==> config.mk <==
export PLATFORM = sky130hd
export DESIGN_NAME = alu_seq
export DESIGN_NICKNAME = d
export VERILOG_FILES = /design/src/rtl/alu_seq.sv
export SDC_FILE = /design/constraint.sdc
export NUM_CORES = 1
export LEC_CHECK = 0
export CAP_MARGIN = 20
export CORE_UTILIZATION = 34
export DETAILED_ROUTE_END_ITERATION = 12
export DONT_BUFFER_PORTS = 1
export MAX_ROUTING_LAYER = met4
export PLACE_DENSITY_LB_ADDON = 0.25
export RECOVER_POWER = 100
export SKIP_CTS_REPAIR_TIMING = 1
export SYNTH_ARGS = -nofsm -noshare
export SYNTH_HDL_FRONTEND = slang
export SYNTH_SLANG_ARGS = --single-unit
export TNS_END_PERCENT = 1
==> constraint.sdc <==
create_clock -name clk -period 2.2 [get_ports clk]
set_clock_uncertainty 0.1 [all_clocks]
set_input_delay 0.22 -clock clk [delete_from_list [all_inputs] [get_ports clk]]
set_output_delay 0.22 -clock clk [all_outputs]
set_load 0.05 [all_outputs]
==> src/rtl/alu_seq.sv <==
// Byte-serial sequencer that drives an external 8-bit ALU over 1..NBYTES bytes,
// rippling carry from LSB to MSB and assembling the multi-byte result and status flags.
module alu_seq #(
    parameter int NBYTES = 4
) (
    input  logic                  clk,
    input  logic                  rst_n,
    input  logic                  start,
    input  logic [7:0]            op,
    input  logic [1:0]            nbytes_m1,
    input  logic [8*NBYTES-1:0]   opa,
    input  logic [8*NBYTES-1:0]   opb,
    input  logic                  cin,
    output logic                  busy,
    output logic                  done,
    output logic [8*NBYTES-1:0]   result,
    output logic                  carry_flag,
    output logic                  over_flag,
    output logic                  zero_flag,
    output logic                  cmp_flag,
    output logic [7:0]            alu_a,
    output logic [7:0]            alu_b,
    output logic [7:0]            alu_cins,
    output logic                  alu_oe,
    output logic                  alu_carryin,
    input  logic [7:0]            alu_out,
    input  logic                  alu_carryout,
    input  logic                  alu_overout,
    input  logic                  alu_cmpo
);

    typedef enum logic [1:0] {
        IDLE,
        RUN,
        DONE
    } state_t;

    localparam logic [1:0] MAX_IDX = 2'(NBYTES - 1);

    state_t                   state;
    state_t                   state_nx;
    logic [1:0]               idx;
    logic [1:0]               len;
    logic [1:0]               len_clamped;
    logic [NBYTES-1:0][7:0]   opa_r;
    logic [NBYTES-1:0][7:0]   opb_r;
    logic [NBYTES-1:0][7:0]   result_r;
    logic [7:0]               op_r;
    logic                     carry_reg;
    logic                     zero_acc;
    logic                     last_byte;
    logic [7:0]               a_byte;
    logic [7:0]               b_byte;

    assign len_clamped = ({1'b0, nbytes_m1} > 3'(NBYTES - 1)) ? MAX_IDX : nbytes_m1;
    assign last_byte   = (idx == len);
    assign result      = result_r;

    // Loop-based byte select keeps the index in range for every NBYTES.
    always_comb begin
        a_byte = 8'h00;
        b_byte = 8'h00;
        for (int i = 0; i < NBYTES; i++) begin
            if (idx == 2'(i)) begin
                a_byte = opa_r[i];
                b_byte = opb_r[i];
            end
        end
    end

    always_ff @(posedge clk) begin
        if (!rst_n) begin
            state <= IDLE;
        end else begin
            state <= state_nx;
        end
    end

    always_comb begin
        state_nx    = state;
        busy        = 1'b0;
        done        = 1'b0;
        alu_a       = 8'h00;
        alu_b       = 8'h00;
        alu_cins    = 8'h00;
        alu_oe      = 1'b0;
        alu_carryin = 1'b0;
        case (state)
            IDLE: begin
                if (start) begin
                    state_nx = RUN;
                end
            end
            RUN: begin
                busy        = 1'b1;
                alu_a       = a_byte;
                alu_b       = b_byte;
                alu_cins    = op_r;
                alu_oe      = 1'b1;
                alu_carryin = carry_reg;
                if (last_byte) begin
                    state_nx = DONE;
                end
            end
            DONE: begin
                done     = 1'b1;
                state_nx = IDLE;
            end
            default: begin
                state_nx = IDLE;
            end
        endcase
    end

    // idx holds on the final byte instead of wrapping; the latched length ends the run.
    always_ff @(posedge clk) begin
        if (!rst_n) begin
            idx        <= 2'd0;
            len        <= 2'd0;
            opa_r      <= '0;
            opb_r      <= '0;
            op_r       <= 8'h00;
            carry_reg  <= 1'b0;
            zero_acc   <= 1'b0;
            result_r   <= '0;
            carry_flag <= 1'b0;
            over_flag  <= 1'b0;
            zero_flag  <= 1'b0;
            cmp_flag   <= 1'b0;
        end else begin
            case (state)
                IDLE: begin
                    if (start) begin
                        opa_r     <= opa;
                        opb_r     <= opb;
                        op_r      <= op;
                        len       <= len_clamped;
                        carry_reg <= cin;
                        idx       <= 2'd0;
                        zero_acc  <= 1'b1;
                        result_r  <= '0;
                    end
                end
                RUN: begin
                    for (int i = 0; i < NBYTES; i++) begin
                        if (idx == 2'(i)) begin
                            result_r[i] <= alu_out;
                        end
                    end
                    carry_reg <= alu_carryout;
                    zero_acc  <= zero_acc & (alu_out == 8'h00);
                    if (last_byte) begin
                        carry_flag <= alu_carryout;
                        over_flag  <= alu_overout;
                        cmp_flag   <= alu_cmpo;
                        zero_flag  <= zero_acc & (alu_out == 8'h00);
                    end else begin
                        idx <= idx + 2'd1;
                    end
                end
                default: begin
                end
            endcase
        end
    end

endmodule

==> summary.txt, run 1 <==
Route
  • Vias/cell: 5.20
  • Drt drc: 0
  • Vias: around 5000
  • Drt total wl: 16800 um
  • DR pass1 iterations: 4
  • Post-DRT Antenna Nets: 0
  • Routed WL per cell: about 17 um
  • Initial DRC count: between 300 and 400

Place
  • Detail Placement HPWL: 9960 um
  • IO buf count: 0
  • RD Place Congestion: 0.779
  • Inst Count DP: ~840

Synth
  • Yosys top cell by area: dfxtp_1
  • Syn Inst Count: 650
  • Yosys top cell area share: 0.431
  • Syn Std Cell Area: roughly 5400 um^2
  • Synthesis-stage register bit count: 116
  • Syn_nets: roughly 740
  • Mean Syn Cell Area: just over 8 um^2
  • Seq/Total Area, Yosys: 0.431
  • Distinct cell type count after synthesis: 33
  • Ys Warns: 0
  • Largest cells by area after synthesis: dfxtp_1 (43%), nand2_1 (12%), a21boi_1 (8.2%)

Final layout
  • Non-Filler Instances: about 1000
  • Layout cells sized above 1: 0.134
  • FILL cells: around 1500
  • Most common cell after layout, fill and taps aside: nand2_1
  • Most frequent cells in the layout: nand2_1 (173), dfxtp_1 (114), dlygate4sd3_1 (99)
  • Layout area overhead: 41.3%
  • Nets@finish: 840

Worst setup path
  • Critical path launch point type: flop
  • Worst setup path category: reg -> out
  • Crit path DAT: between 2 and 2.5 ns
  • Worst setup EP type: output port
  • Crit path max fanout: 20
  • Critical Path RT: around 1.9 ns

STA
  • Fin. Hold Viols: 0
  • Fin crit share: 1.08
  • Final setup margin: -0.173 ns
  • Setup Viol. Count Final: 21
  • Crit path time final: 2.37 ns
  • Final Max Tran Viols: 0
  • Slew margin rel.: 0.603
  • Max Freq: 0.421 GHz
  • Worst-Margin Slew: 0.589 ns
  • RSZ-0062 raised after global routing: yes
  • Smallest hold slack: about 0.06 ns

Global routing
  • First-pass GRT wire length: 23900 um
  • Overflow left after global routing: 0
  • Maximum number of pins on one net before global-route repair: 123
  • Number of global-route vias before repair: 4514
  • All-Layer GR Usage: 0.194
  • Initial antenna violation count: 2

Die
  • Row cnt: between 40 and 50
  • Ports: around 150
  • Core area: ~15000 um^2
  • Die width: between 100 and 150 um
  • Chip height: roughly 130 um
  • Starting Density: 0.352
  • DIE AREA: approximately 16000 um^2

Pwr
  • Sequential power share: 0.382
  • Gate power share: 0.130
  • Worst IR Drop VDD: between 500 and 600 uV
  • Switching share of power: 0.254
  • P_int: ~4.5 mW
  • P per Cell Area: roughly 790 nW/um^2
  • Clock power frac: 0.489
  • Static Leak: approximately 2.7 nW
  • Power Total: 6.05 mW
  • Net Sw Power: between 1.5 and 2 mW

Clock tree
  • Clock Sinks: around 120
  • Worst-path clk slew: ~0.05 ns
  • CTS tree: yes
  • Longest Clk Path Bufs: 2
  • CTS root buffer: clkbuf_16
  • H-tree depth: 4
  • Num CTS Buffers: 17
  • Clock latency on the worst-skew pair: a little over 0.4 ns

Job
  • Maxcap violations: 0

Hold path
  • Hold crit path type: in -> reg

Run status
  • Violated checks: setup timing
  • Status: finished, violations left
worst paths after layout:
kind | cells after the start | from | slack (ns) | to
min reg2reg | 2 | op_r[7] | 0.35 | op_r[7]
max reg2reg | 6 | state[0] | -0.13 | opb_r[11]
max | 7 | idx[1] | -0.17 | alu_b[3]
min | 3 | start | 0.06 | zero_acc
cell type report:
class                      count  area (um^2)  area share
antenna                        2         5.00    0.000658
clock buffer                  19          453      0.0595
multi-input combinational    453         2810       0.369
sequential                   116         2330       0.306
inverter                      19         76.3      0.0100
timing repair buffer         140         1490       0.196
clock inverter                13          180      0.0237
tap                          211          264      0.0347
stage by stage:
stage / instance area [um^2] / worst slack [ns] / utilization / TNS (ns)
global placement: 5780 / 0.170 / 0.377 / 0
finish: 7610 / -0.173 / 0.497 / -2.36
detailed placement: 5780 / 0.119 / 0.377 / 0
CTS: 6410 / -0.329 / 0.419 / -4.70
global route: 7610 / -0.235 / 0.497 / -3.90
floorplan: 5440 / -0.221 / - / -0.758
cell families after synthesis:
group,share of synthesized area
xor gates and xnor gates,0.00325
and+or+nand+nor,0.226
muxes,0.0186
DFF,0.431
AOI/OAI and AO/OA,0.244
buffers and inverters,0.0674
adders and majority gates,0.00929
synth_stat cells:
cell and number:
buf_1 1, nor3b_2 1, clkbuf_1 43, nor4_1 1
o21ai_0 34, nor2_1 2, a21boi_0 48, nand3b_1 16
nand3_1 1, nor3b_1 1, nor3_2 1, mux2i_1 10
nand4_1 1, inv_1 19, nor3_1 1, buf_2 8
a221o_1 16, a21boi_2 1, or3b_1 1, xor2_1 2
buf_6 3, o221ai_1 1, and2_1 10, ha_1 4
nand2b_1 1, nand4b_1 32, a21boi_1 59, nand2_1 173
dfxtp_1 116, buf_4 7, nand3_2 2, nor2b_1 2
a21oi_1 32
power by group through the flow:
stage	registers [mW]	logic, mW	clock network [mW]
finish	2.31	0.785	2.96
global route	2.32	0.853	3.13
CTS	2.31	0.577	3.01
detailed placement	2.35	0.575	0
global placement	2.35	0.562	0
floorplan	2.34	0.469	0
per-layer routing:
layer  vias up  part of all wire  global-route usage  wire, um
met4         0             0.014              0.0734       243
met1      2448              0.43               0.226      7180
met3        23             0.064              0.0659      1080
li1       2424                 -                   -         -
met5         -                 0                   -         0
met2       166              0.49               0.310      8320
worst max-delay path, stage by stage (launching register included):
cell and delay [ns]:
dfxtp_4 0.38, inv_4 0.05, ha_4 0.17, clkbuf_16 0.18
nand3b_1 0.17, a221o_1 0.33, a21oi_2 0.18, buf_6 0.18
(Power assumes the default switching activity.)
==> run 2, diff against run 1 <==
--- a/config.mk
+++ b/config.mk
@@ -5,10 +5,10 @@
 export SDC_FILE = /design/constraint.sdc
 export NUM_CORES = 1
 export LEC_CHECK = 0
+export BUFFER_PORTS_ARGS = -buffer_cell sky130_fd_sc_hd__clkbuf_2
 export CAP_MARGIN = 20
-export CORE_UTILIZATION = 34
+export CORE_UTILIZATION = 25
 export DETAILED_ROUTE_END_ITERATION = 12
-export DONT_BUFFER_PORTS = 1
 export MAX_ROUTING_LAYER = met4
 export PLACE_DENSITY_LB_ADDON = 0.25
 export RECOVER_POWER = 100
==> run 2 against run 1 <==
  * Highest routed layer unchanged
  * Critical path type unchanged
  * Clock power shrank 8.8%
  * Wire length is 5.5% higher
  * Register-to-register slack improved by 0.45 ns
  * The flow finishes with violations (hold timing, setup timing)
  * Die area increased by 35%
==> summary.txt, run 2 (synthesized netlist as in run 1, its figures left out) <==
Run status
  • Status: finished, violations left
  • Violated checks: hold timing, setup timing

Route
  • Drt drc: 0
  • Vias: ~5300
  • Routed WL per cell: 15.5 um
  • Initial DRC count: between 200 and 250
  • Vias/cell: about 4.7
  • DR pass1 iterations: 5
  • Post-DRT Antenna Nets: 0
  • Drt total wl: 17700 um

Worst setup path
  • Critical path launch point type: flop
  • Worst setup EP type: output port
  • Crit path max fanout: 16
  • Crit path DAT: 2.02 ns
  • Worst setup path category: reg -> out
  • Critical Path RT: approximately 1.9 ns

Pwr
  • P per Cell Area: around 730 nW/um^2
  • Power Total: around 6 mW
  • Worst IR Drop VDD: just under 500 uV
  • Static Leak: between 3 and 4 nW

Final layout
  • Most common cell after layout, fill and taps aside: nand2_1
  • Final design utilization: 0.382
  • Final instance area: roughly 8000 um^2
  • Non-Filler Instances: roughly 1100
  • Layout cells sized above 1: 0.218
  • Nets@finish: 949
  • Layout area overhead: 49.4%
  • Most frequent cells in the layout: nand2_1 (173), dfxtp_1 (114), clkbuf_2 (99)

Global routing
  • Number of global-route vias before repair: between 4000 and 5000
  • All-Layer GR Usage: 0.157
  • Initial antenna violation count: 1
  • Overflow left after global routing: 0
  • First-pass GRT wire length: between 20000 and 30000 um
  • Maximum number of pins on one net before global-route repair: 76

STA
  • Fin crit share: 1.06
  • Max Freq: 0.427 GHz
  • Smallest hold slack: -0.0168 ns
  • Slew margin rel.: 0.557
  • Setup Viol. Count Final: 16
  • Worst-Margin Slew: 0.668 ns
  • RSZ-0062 raised after global routing: yes
  • Fin. Hold Viols: 2
  • Crit path time final: 2.34 ns
  • Final Max Tran Viols: 0
  • Final setup margin: -0.140 ns

Die
  • Row cnt: 53
  • Chip height: 149 um
  • Die width: between 100 and 150 um
  • Ports: around 150
  • Starting Density: 0.255
  • DIE AREA: ~22000 um^2
  • Core area: between 20000 and 25000 um^2

Clock tree
  • H-tree depth: 4
  • Clock latency on the worst-skew pair: around 0.42 ns
  • CTS root buffer: clkbuf_16
  • Num CTS Buffers: 17
  • Clock Sinks: approximately 120
  • CTS tree: yes
  • Longest Clk Path Bufs: 2
  • Worst-path clk slew: 0.05 ns

Job
  • Maxcap violations: 0

Place
  • Inst Count DP: 1033
  • Worst slack at placement: approximately 0.17 ns
  • RD Place Congestion: 0.767
  • Detail Placement HPWL: around 11000 um
  • IO buf count: ~150
  • DP Area: between 6000 and 7000 um^2

Hold path
  • Hold crit path type: in -> reg
-- run 2: cell types whose count changed in the layout (fill, tap and decap cells not counted), sizes merged --
| cell | previous run | this run |
|---|---|---|
| bufinv | 4 | 2 |
| dlygate4sd3 | 99 | 76 |
| diode | 2 | 1 |
| inv | 20 | 19 |
| clkinv | 5 | 3 |
| clkbuf | 24 | 162 |
| clkinvlp | 3 | 0 |
-- run 2: path summary, 6_finish.rpt --
path	slack, ns	start	end	cells after the start
hold / removal	-0.02	cin	carry_reg	3
setup reg to reg	0.32	idx[1]	result[29]	6
hold reg to reg	0.35	op_r[4]	op_r[4]	2
setup / recovery	-0.14	idx[1]	alu_b[2]	7
-- run 2: critical path, cell delays in order (launching register included) --
cell      delay [ns]
dfxtp_2         0.33
inv_2           0.06
ha_4            0.17
buf_12          0.15
nand3b_1        0.16
a221o_1         0.35
a21oi_2         0.20
buf_6           0.18
-- run 2: where the power goes --
part	switching, mW	internal [mW]
Combinational	0.500	0.391
Clock	0.958	1.74
Sequential	0.0567	2.22
Total	1.51	4.34
-- run 2: per-stage QoR --
stage | TNS (ns) | hold slack [ns]
2_1_floorplan | -0.758 | 0.255
3_3_place_gp | 0 | 0.338
3_5_place_dp | 0 | 0.343
4_1_cts | -4.14 | -0.103
5_1_grt | -2.88 | 0.00310
6_report | -1.30 | -0.0168
-- run 2: layout make-up --
| class | instances | area, um^2 |
|---|---|---|
| sequential | 116 | 2320 |
| timing repair buffer | 249 | 1930 |
| inverter | 19 | 73.8 |
| clock buffer | 25 | 485 |
| fill | 2239 | 13000 |
| multi-input combinational | 453 | 2810 |
| tap | 275 | 344 |
| antenna | 1 | 2.50 |
| clock inverter | 5 | 75.1 |
-- run 2: layer usage --
metal	track usage	vias to the layer above	share of wire
li1	-	2645	-
met1	0.186	2513	0.44
met2	0.248	156	0.48
met3	0.0492	20	0.066
met4	0.0602	0	0.011
met5	-	-	0
